**src/rtl/ex_muldiv_unit.sv**
```systemverilog
// Iterative HI/LO multiply/divide unit for the EX stage; owns HI/LO and stalls dependent ops.
// Define MULDIV_FAST_MULT_EN to replace the 32-cycle shift-add multiply with a single-cycle multiplier.
module ex_muldiv_unit #(
    parameter int DATA_WIDTH = 32,
    parameter int CNT_WIDTH  = 6
) (
    input  logic                  clk,
    input  logic                  reset,
    input  logic [5:0]            opcode_in,
    input  logic [5:0]            function_in,
    input  logic [DATA_WIDTH-1:0] operand_a_in,
    input  logic [DATA_WIDTH-1:0] operand_b_in,
    input  logic                  flush_in,
    output logic [DATA_WIDTH-1:0] hi_out,
    output logic [DATA_WIDTH-1:0] lo_out,
    output logic [DATA_WIDTH-1:0] mf_result_out,
    output logic                  mf_valid_out,
    output logic                  busy_out,
    output logic                  stall_out
);

    localparam int DW = DATA_WIDTH;
    localparam logic [CNT_WIDTH-1:0] LAST_ITER = CNT_WIDTH'(DW - 1);

    typedef enum logic [1:0] {IDLE, MUL, DIV, FIX} state_t;

    state_t               state_q;
    logic [CNT_WIDTH-1:0] cnt_q;
    logic [DW-1:0]        hi_q, lo_q;
    logic                 busy_q;
    logic [DW-1:0]        acc_q, shf_q, opd_q, raw_a_q;
    logic                 is_div_q, neg_q, rneg_q, div0_q;

    logic is_r, is_mfhi, is_mthi, is_mflo, is_mtlo;
    logic is_mult, is_multu, is_div, is_divu, is_start, is_any, is_signed;
    logic [DW-1:0]   mag_a, mag_b;
    logic [DW:0]     mul_sum;
    logic [DW:0]     div_rsh;
    logic            div_ok;
    logic [2*DW-1:0] prod, prod_fix;
    logic [DW-1:0]   quo_fix, rem_fix;

    always_comb begin
        is_r      = (opcode_in == 6'h00);
        is_mfhi   = is_r && (function_in == 6'h10);
        is_mthi   = is_r && (function_in == 6'h11);
        is_mflo   = is_r && (function_in == 6'h12);
        is_mtlo   = is_r && (function_in == 6'h13);
        is_mult   = is_r && (function_in == 6'h18);
        is_multu  = is_r && (function_in == 6'h19);
        is_div    = is_r && (function_in == 6'h1A);
        is_divu   = is_r && (function_in == 6'h1B);
        is_start  = is_mult | is_multu | is_div | is_divu;
        is_any    = is_start | is_mfhi | is_mthi | is_mflo | is_mtlo;
        is_signed = is_mult | is_div;
        mag_a     = (is_signed && operand_a_in[DW-1]) ? -operand_a_in : operand_a_in;
        mag_b     = (is_signed && operand_b_in[DW-1]) ? -operand_b_in : operand_b_in;
    end

    // Shift-add keeps the running high half in acc_q and shifts product bits into shf_q
    // as the multiplier bits are consumed; restoring division reuses the same pair.
    always_comb begin
        mul_sum  = {1'b0, acc_q} + (shf_q[0] ? {1'b0, opd_q} : '0);
        div_rsh  = {acc_q, shf_q[DW-1]};
        div_ok   = (div_rsh >= {1'b0, opd_q});
        prod     = {acc_q, shf_q};
        prod_fix = neg_q ? -prod : prod;
        quo_fix  = neg_q ? -shf_q : shf_q;
        rem_fix  = rneg_q ? -acc_q : acc_q;
    end

    always_ff @(posedge clk or negedge reset) begin
        if (!reset) begin
            state_q  <= IDLE;
            cnt_q    <= '0;
            hi_q     <= '0;
            lo_q     <= '0;
            busy_q   <= 1'b0;
            acc_q    <= '0;
            shf_q    <= '0;
            opd_q    <= '0;
            raw_a_q  <= '0;
            is_div_q <= 1'b0;
            neg_q    <= 1'b0;
            rneg_q   <= 1'b0;
            div0_q   <= 1'b0;
        end else begin
            case (state_q)
                IDLE: begin
                    if (!flush_in) begin
                        if (is_mthi) hi_q <= operand_a_in;
                        if (is_mtlo) lo_q <= operand_a_in;
                        if (is_start) begin
                            is_div_q <= is_div | is_divu;
                            neg_q    <= is_signed & (operand_a_in[DW-1] ^ operand_b_in[DW-1]);
                            rneg_q   <= is_signed & operand_a_in[DW-1];
                            raw_a_q  <= operand_a_in;
                            div0_q   <= (operand_b_in == '0);
                            cnt_q    <= '0;
                            busy_q   <= 1'b1;
                            if (is_div | is_divu) begin
                                acc_q   <= '0;
                                shf_q   <= mag_a;
                                opd_q   <= mag_b;
                                state_q <= DIV;
                            end else begin
`ifdef MULDIV_FAST_MULT_EN
                                {acc_q, shf_q} <= {{DW{1'b0}}, mag_a} * {{DW{1'b0}}, mag_b};
                                state_q        <= FIX;
`else
                                acc_q   <= '0;
                                shf_q   <= mag_b;
                                opd_q   <= mag_a;
                                state_q <= MUL;
`endif
                            end
                        end
                    end
                end
                MUL: begin
                    acc_q <= mul_sum[DW:1];
                    shf_q <= {mul_sum[0], shf_q[DW-1:1]};
                    if (cnt_q == LAST_ITER) begin
                        cnt_q   <= '0;
                        state_q <= FIX;
                    end else begin
                        cnt_q <= cnt_q + 1'b1;
                    end
                end
                DIV: begin
                    acc_q <= div_ok ? (div_rsh[DW-1:0] - opd_q) : div_rsh[DW-1:0];
                    shf_q <= {shf_q[DW-2:0], div_ok};
                    if (cnt_q == LAST_ITER) begin
                        cnt_q   <= '0;
                        state_q <= FIX;
                    end else begin
                        cnt_q <= cnt_q + 1'b1;
                    end
                end
                FIX: begin
                    if (!is_div_q) begin
                        hi_q <= prod_fix[2*DW-1:DW];
                        lo_q <= prod_fix[DW-1:0];
                    end else if (div0_q) begin
                        hi_q <= raw_a_q;
                        lo_q <= '1;
                    end else begin
                        hi_q <= rem_fix;
                        lo_q <= quo_fix;
                    end
                    busy_q  <= 1'b0;
                    state_q <= IDLE;
                end
                default: state_q <= IDLE;
            endcase
        end
    end

    always_comb begin
        hi_out        = hi_q;
        lo_out        = lo_q;
        busy_out      = busy_q;
        stall_out     = busy_q & is_any & ~flush_in;
        mf_valid_out  = (is_mfhi | is_mflo) & ~stall_out & ~flush_in;
        mf_result_out = is_mfhi ? hi_q : (is_mflo ? lo_q : '0);
    end

endmodule

```
**config.mk**
```make
export PLATFORM = sky130hd
export DESIGN_NAME = ex_muldiv_unit
export DESIGN_NICKNAME = d
export VERILOG_FILES = /design/src/rtl/ex_muldiv_unit.sv
export SDC_FILE = /design/constraint.sdc
export NUM_CORES = 1
export LEC_CHECK = 0
export BUFFER_PORTS_ARGS = -buffer_cell sky130_fd_sc_hd__buf_2
export CAP_MARGIN = 15
export CORE_MARGIN = 8
export CORE_UTILIZATION = 56
export CTS_BUF_LIST = sky130_fd_sc_hd__clkbuf_8
export CTS_CLUSTER_SIZE = 28
export DETAILED_ROUTE_END_ITERATION = 12
export PLACE_DENSITY = 0.83
export SLEW_MARGIN = 0
export SYNTH_ARGS = -nofsm -noshare
export SYNTH_HDL_FRONTEND = slang
export SYNTH_SLANG_ARGS = --single-unit
```
**constraint.sdc**
```tcl
create_clock -name clk -period 3 [get_ports clk]
set_input_delay 0.6 -clock clk [delete_from_list [all_inputs] [get_ports clk]]
set_output_delay 0.6 -clock clk [all_outputs]
set_load 0.03 [all_outputs]
```
==> summary.txt <==
Detailed routing
  • Met2 WL: about 34000 um
  • WL final: 80200 um
  • Drt drc: 0
  • Met3 WL: 10920 um
  • Via density: roughly 6.7
  • Final ANT Viol Nets: 0
  • Routed WL per cell: roughly 25 um
  • DRT iter0 DRCs: 2949
  • WL met1: 29820 um
  • DR top layer: met5
  • DR pass1 iterations: 10
  • Via Count: approximately 21000

Power
  • Combinational share of power: 0.655
  • Max IR drop VDD: 0.7322 mV
  • Switch Pwr: 10.77 mW
  • Net Sw Frac: 0.5009
  • Clk pwr share: 0.135
  • Tot Pwr: roughly 22 mW
  • P_leak: between 10 and 15 nW
  • Power Density: about 900 nW/um2
  • Internal power consumption: about 11 mW
  • Sequential share of power: 0.210

Worst setup path
  • Crit. Startpoint: shf_q[0]
  • RR Endpoint: acc_q[30]
  • CP required: 3.52 ns
  • Crit Reg-Reg Startpoint: shf_q[0]
  • Worst Setup End Kind: flip-flop
  • Crit Path Class: flip-flop to flip-flop
  • Critical Path Start Type: flip-flop
  • Top fanout value on the critical path: 7
  • Cell depth of the worst flop-to-flop path: 14
  • Reg2Reg Setup Slack: -0.19 ns
  • Critical Path AT: 3.70 ns

Placement
  • DP HPWL: 59420 um
  • GPL Wtd Cong: 1.065
  • Port bufs: 177

Synthesis
  • Post-synthesis register bit count: 205
  • Area leader, netlist: dfrtp_1
  • Ys async rst share: 1.000
  • Synthesis warning total: 0
  • Number of enable flip-flop cells after synthesis: 0
  • Dominant cells by area after synthesis: dfrtp_1 29%, nand2_1 7.0%, o21ai_0 7.0%
  • Synth unique cells: slightly below 80
  • Post-synth design cell area: 17520 um2
  • Synth Instances: 2281
  • Sequential share of the synthesized area: 0.2927
  • Prevailing post-synth register cell: dfrtp_1
  • Syn nets: 2435
  • Syn Area/Cell: a little under 8 um2
  • Top-area cell type share of the netlist area: 0.2927

GRT
  • Global Route Usage Sum: 0.4041
  • Initial antenna violation count: 1
  • Largest net degree at the start of global routing: between 70 and 80
  • GRT overflow: 0
  • Vias in the first global route: 19849
  • First-pass GRT wire length: 116300 um

Job
  • MaxCap Viol Count: 0

Timing
  • Tcrit/Tclk final: 1.062
  • Worst hold slack: ~0.049 ns
  • Fmax: 0.3140 GHz
  • Max Slew Vio Count: 0
  • Hold Vio Cnt, Final: 0
  • Setup tns final: -1.882 ns
  • Final setup viols: 23
  • Final setup margin: -0.1852 ns
  • Final min period: 3.185 ns
  • Max-slew headroom: 0.3245
  • Worst Max-Slew Pin Slew: 1.013 ns
  • Layout Skew: around 0.029 ns
  • RSZ-0062 raised after global routing: yes

Clock tree
  • Root buf cell: clkbuf_8
  • Num Clock Sinks: 205
  • Clk_lat worst skew: 0.59 ns
  • Clock buffer count from CTS: 39
  • CTS Buffer Depth: 3
  • Hold-fix buffers, CTS: 0
  • CTS tree: done
  • Worst-path clk slew: 0.06 ns
  • CTS H-tree lvls: 2

Min path
  • HP Class: primary input to async pin

Floorplan
  • Initial core utilization: 0.5714
  • Die height: approximately 190 um
  • Core area: roughly 30000 um2
  • # IOs: around 180
  • Die X: 192.9 um
  • Row Count: 64
  • Die ar.: ~37000 um2

Run status
  • Status: finished with violations
  • Failing checks: setup timing

Finish
  • Share of cells above drive strength 1: 0.3272
  • Final layout net count: 2950
  • Commonest cells after routing, fill and taps aside: 435 x buf_4, 321 x nand2_1, 202 x dfrtp_1, 194 x o21ai_0, 191 x nor2_1
  • ANT cells: 0
  • # fillers: 2187
  • Commonest non-fill, non-tap cell in the layout: buf_4
  • Area grow syn2layout: 36.56%
## metrics by stage
step / std cells / util / cell area [um2] / setup slack, ns
floorplan: 2281 / - / 17750 / -0.2215
global placement: 3103 / 0.7088 / 21740 / -0.3229
detailed placement: 3103 / 0.7088 / 21740 / -0.3536
CTS: 3202 / 0.7542 / 23130 / -0.09023
global route: 3220 / 0.7803 / 23930 / -0.3105
finish: 3220 / 0.7803 / 23930 / -0.1852
## worst max-delay path by stage
stage / slack [ns] / depth (start not counted) / to
final: -0.19 / 14 / acc_q[30]
after global routing: -0.31 / 14 / acc_q[30]
after CTS: -0.09 / 14 / acc_q[30]
after detailed placement: -0.35 / 9 / shf_q[25]
after global placement: -0.32 / 9 / shf_q[25]
after floorplan: -0.22 / 11 / hi_out[11]
## kinds of logic (layout without fill, tap and decap cells)
kind of cell | count (synthesis) | in the layout | synth area share
XOR/XNOR | 173 | 173 | 0.08646
adder cells (fa/ha/maj) | 75 | 75 | 0.05441
multiplexers | 73 | 73 | 0.04212
AO/OA/AOI/OAI | 767 | 768 | 0.2768
buffers and inverters | 238 | 779 | 0.05505
AND/OR/NAND/NOR | 750 | 751 | 0.1924
flip-flops | 205 | 205 | 0.2927
## layer usage
layer / up-vias / track usage
li1: 9265 / -
met1: 10068 / 0.5235
met2: 1682 / 0.6055
met3: 408 / 0.1146
met4: 2 / 0.2149
met5: - / 0
## synthesized netlist by cell type (20+ instances only)
library cell / instances
nand3_1: 37
inv_1: 64
nor3_1: 32
or3_1: 20
mux2i_1: 67
o21ai_0: 244
nand2_1: 327
nor2_1: 199
o22ai_1: 40
a22oi_1: 22
a22o_1: 22
dfrtp_1: 205
ha_1: 73
o31ai_1: 33
xnor2_1: 105
a21oi_1: 159
xor2_1: 68
a21o_1: 29
o21a_1: 21
o211ai_1: 36
clkbuf_1: 150
## worst max-delay path, cell delays in order (launching register included)
cell,delay (ns)
dfrtp_1,0.40
inv_2,0.12
buf_6,0.15
buf_12,0.12
nor2_1,0.05
ha_1,0.32
a21oi_2,0.22
o21bai_4,0.08
a311oi_2,0.28
nand2_1,0.14
a41oi_4,0.35
o31ai_4,0.09
or4b_4,0.53
a21oi_2,0.14
a221o_1,0.13
## sequential cells by signal, summed over array words and instances, names as in the netlist
signal,cells
opd_q,32
busy_out,1
raw_a_q,32
hi_out,32
rneg_q,1
cnt_q,6
state_q,2
div0_q,1
lo_out,32
neg_q,1
is_div_q,1
acc_q,32
shf_q,32
## area by class of cell
type | count | area (um2) | share of cell area
clock inverter | 19 | 110.1 | 0.004601
multi-input combinational | 1840 | 12570 | 0.5252
inverter | 64 | 240.2 | 0.01004
sequential | 205 | 5134 | 0.2145
clock buffer | 50 | 688.2 | 0.02876
timing repair buffer | 646 | 4696 | 0.1962
tap | 396 | 495.5 | 0.02070
## power by group through the flow
| stage | Clock, mW | Sequential, mW | Combinational [mW] |
|---|---|---|---|
| CTS | 2.92 | 4.45 | 12.9 |
| finish | 2.91 | 4.51 | 14.1 |
| floorplan | 0 | 5.19 | 6.65 |
| global route | 3.03 | 4.56 | 14.9 |
| global placement | 0 | 4.43 | 12.1 |
| detailed placement | 0 | 4.49 | 12.4 |
## what timing repair did
| item | 4_1_cts | 5_1_grt |
|---|---|---|
| resized for setup | 95 | 155 |
| pin swaps | 44 | 90 |
| setup buffers | 30 | 22 |
| setup endpoints to repair | 65 | 72 |
| cloned | 3 | 0 |
Note: power is estimated with default switching activity, not from simulation.
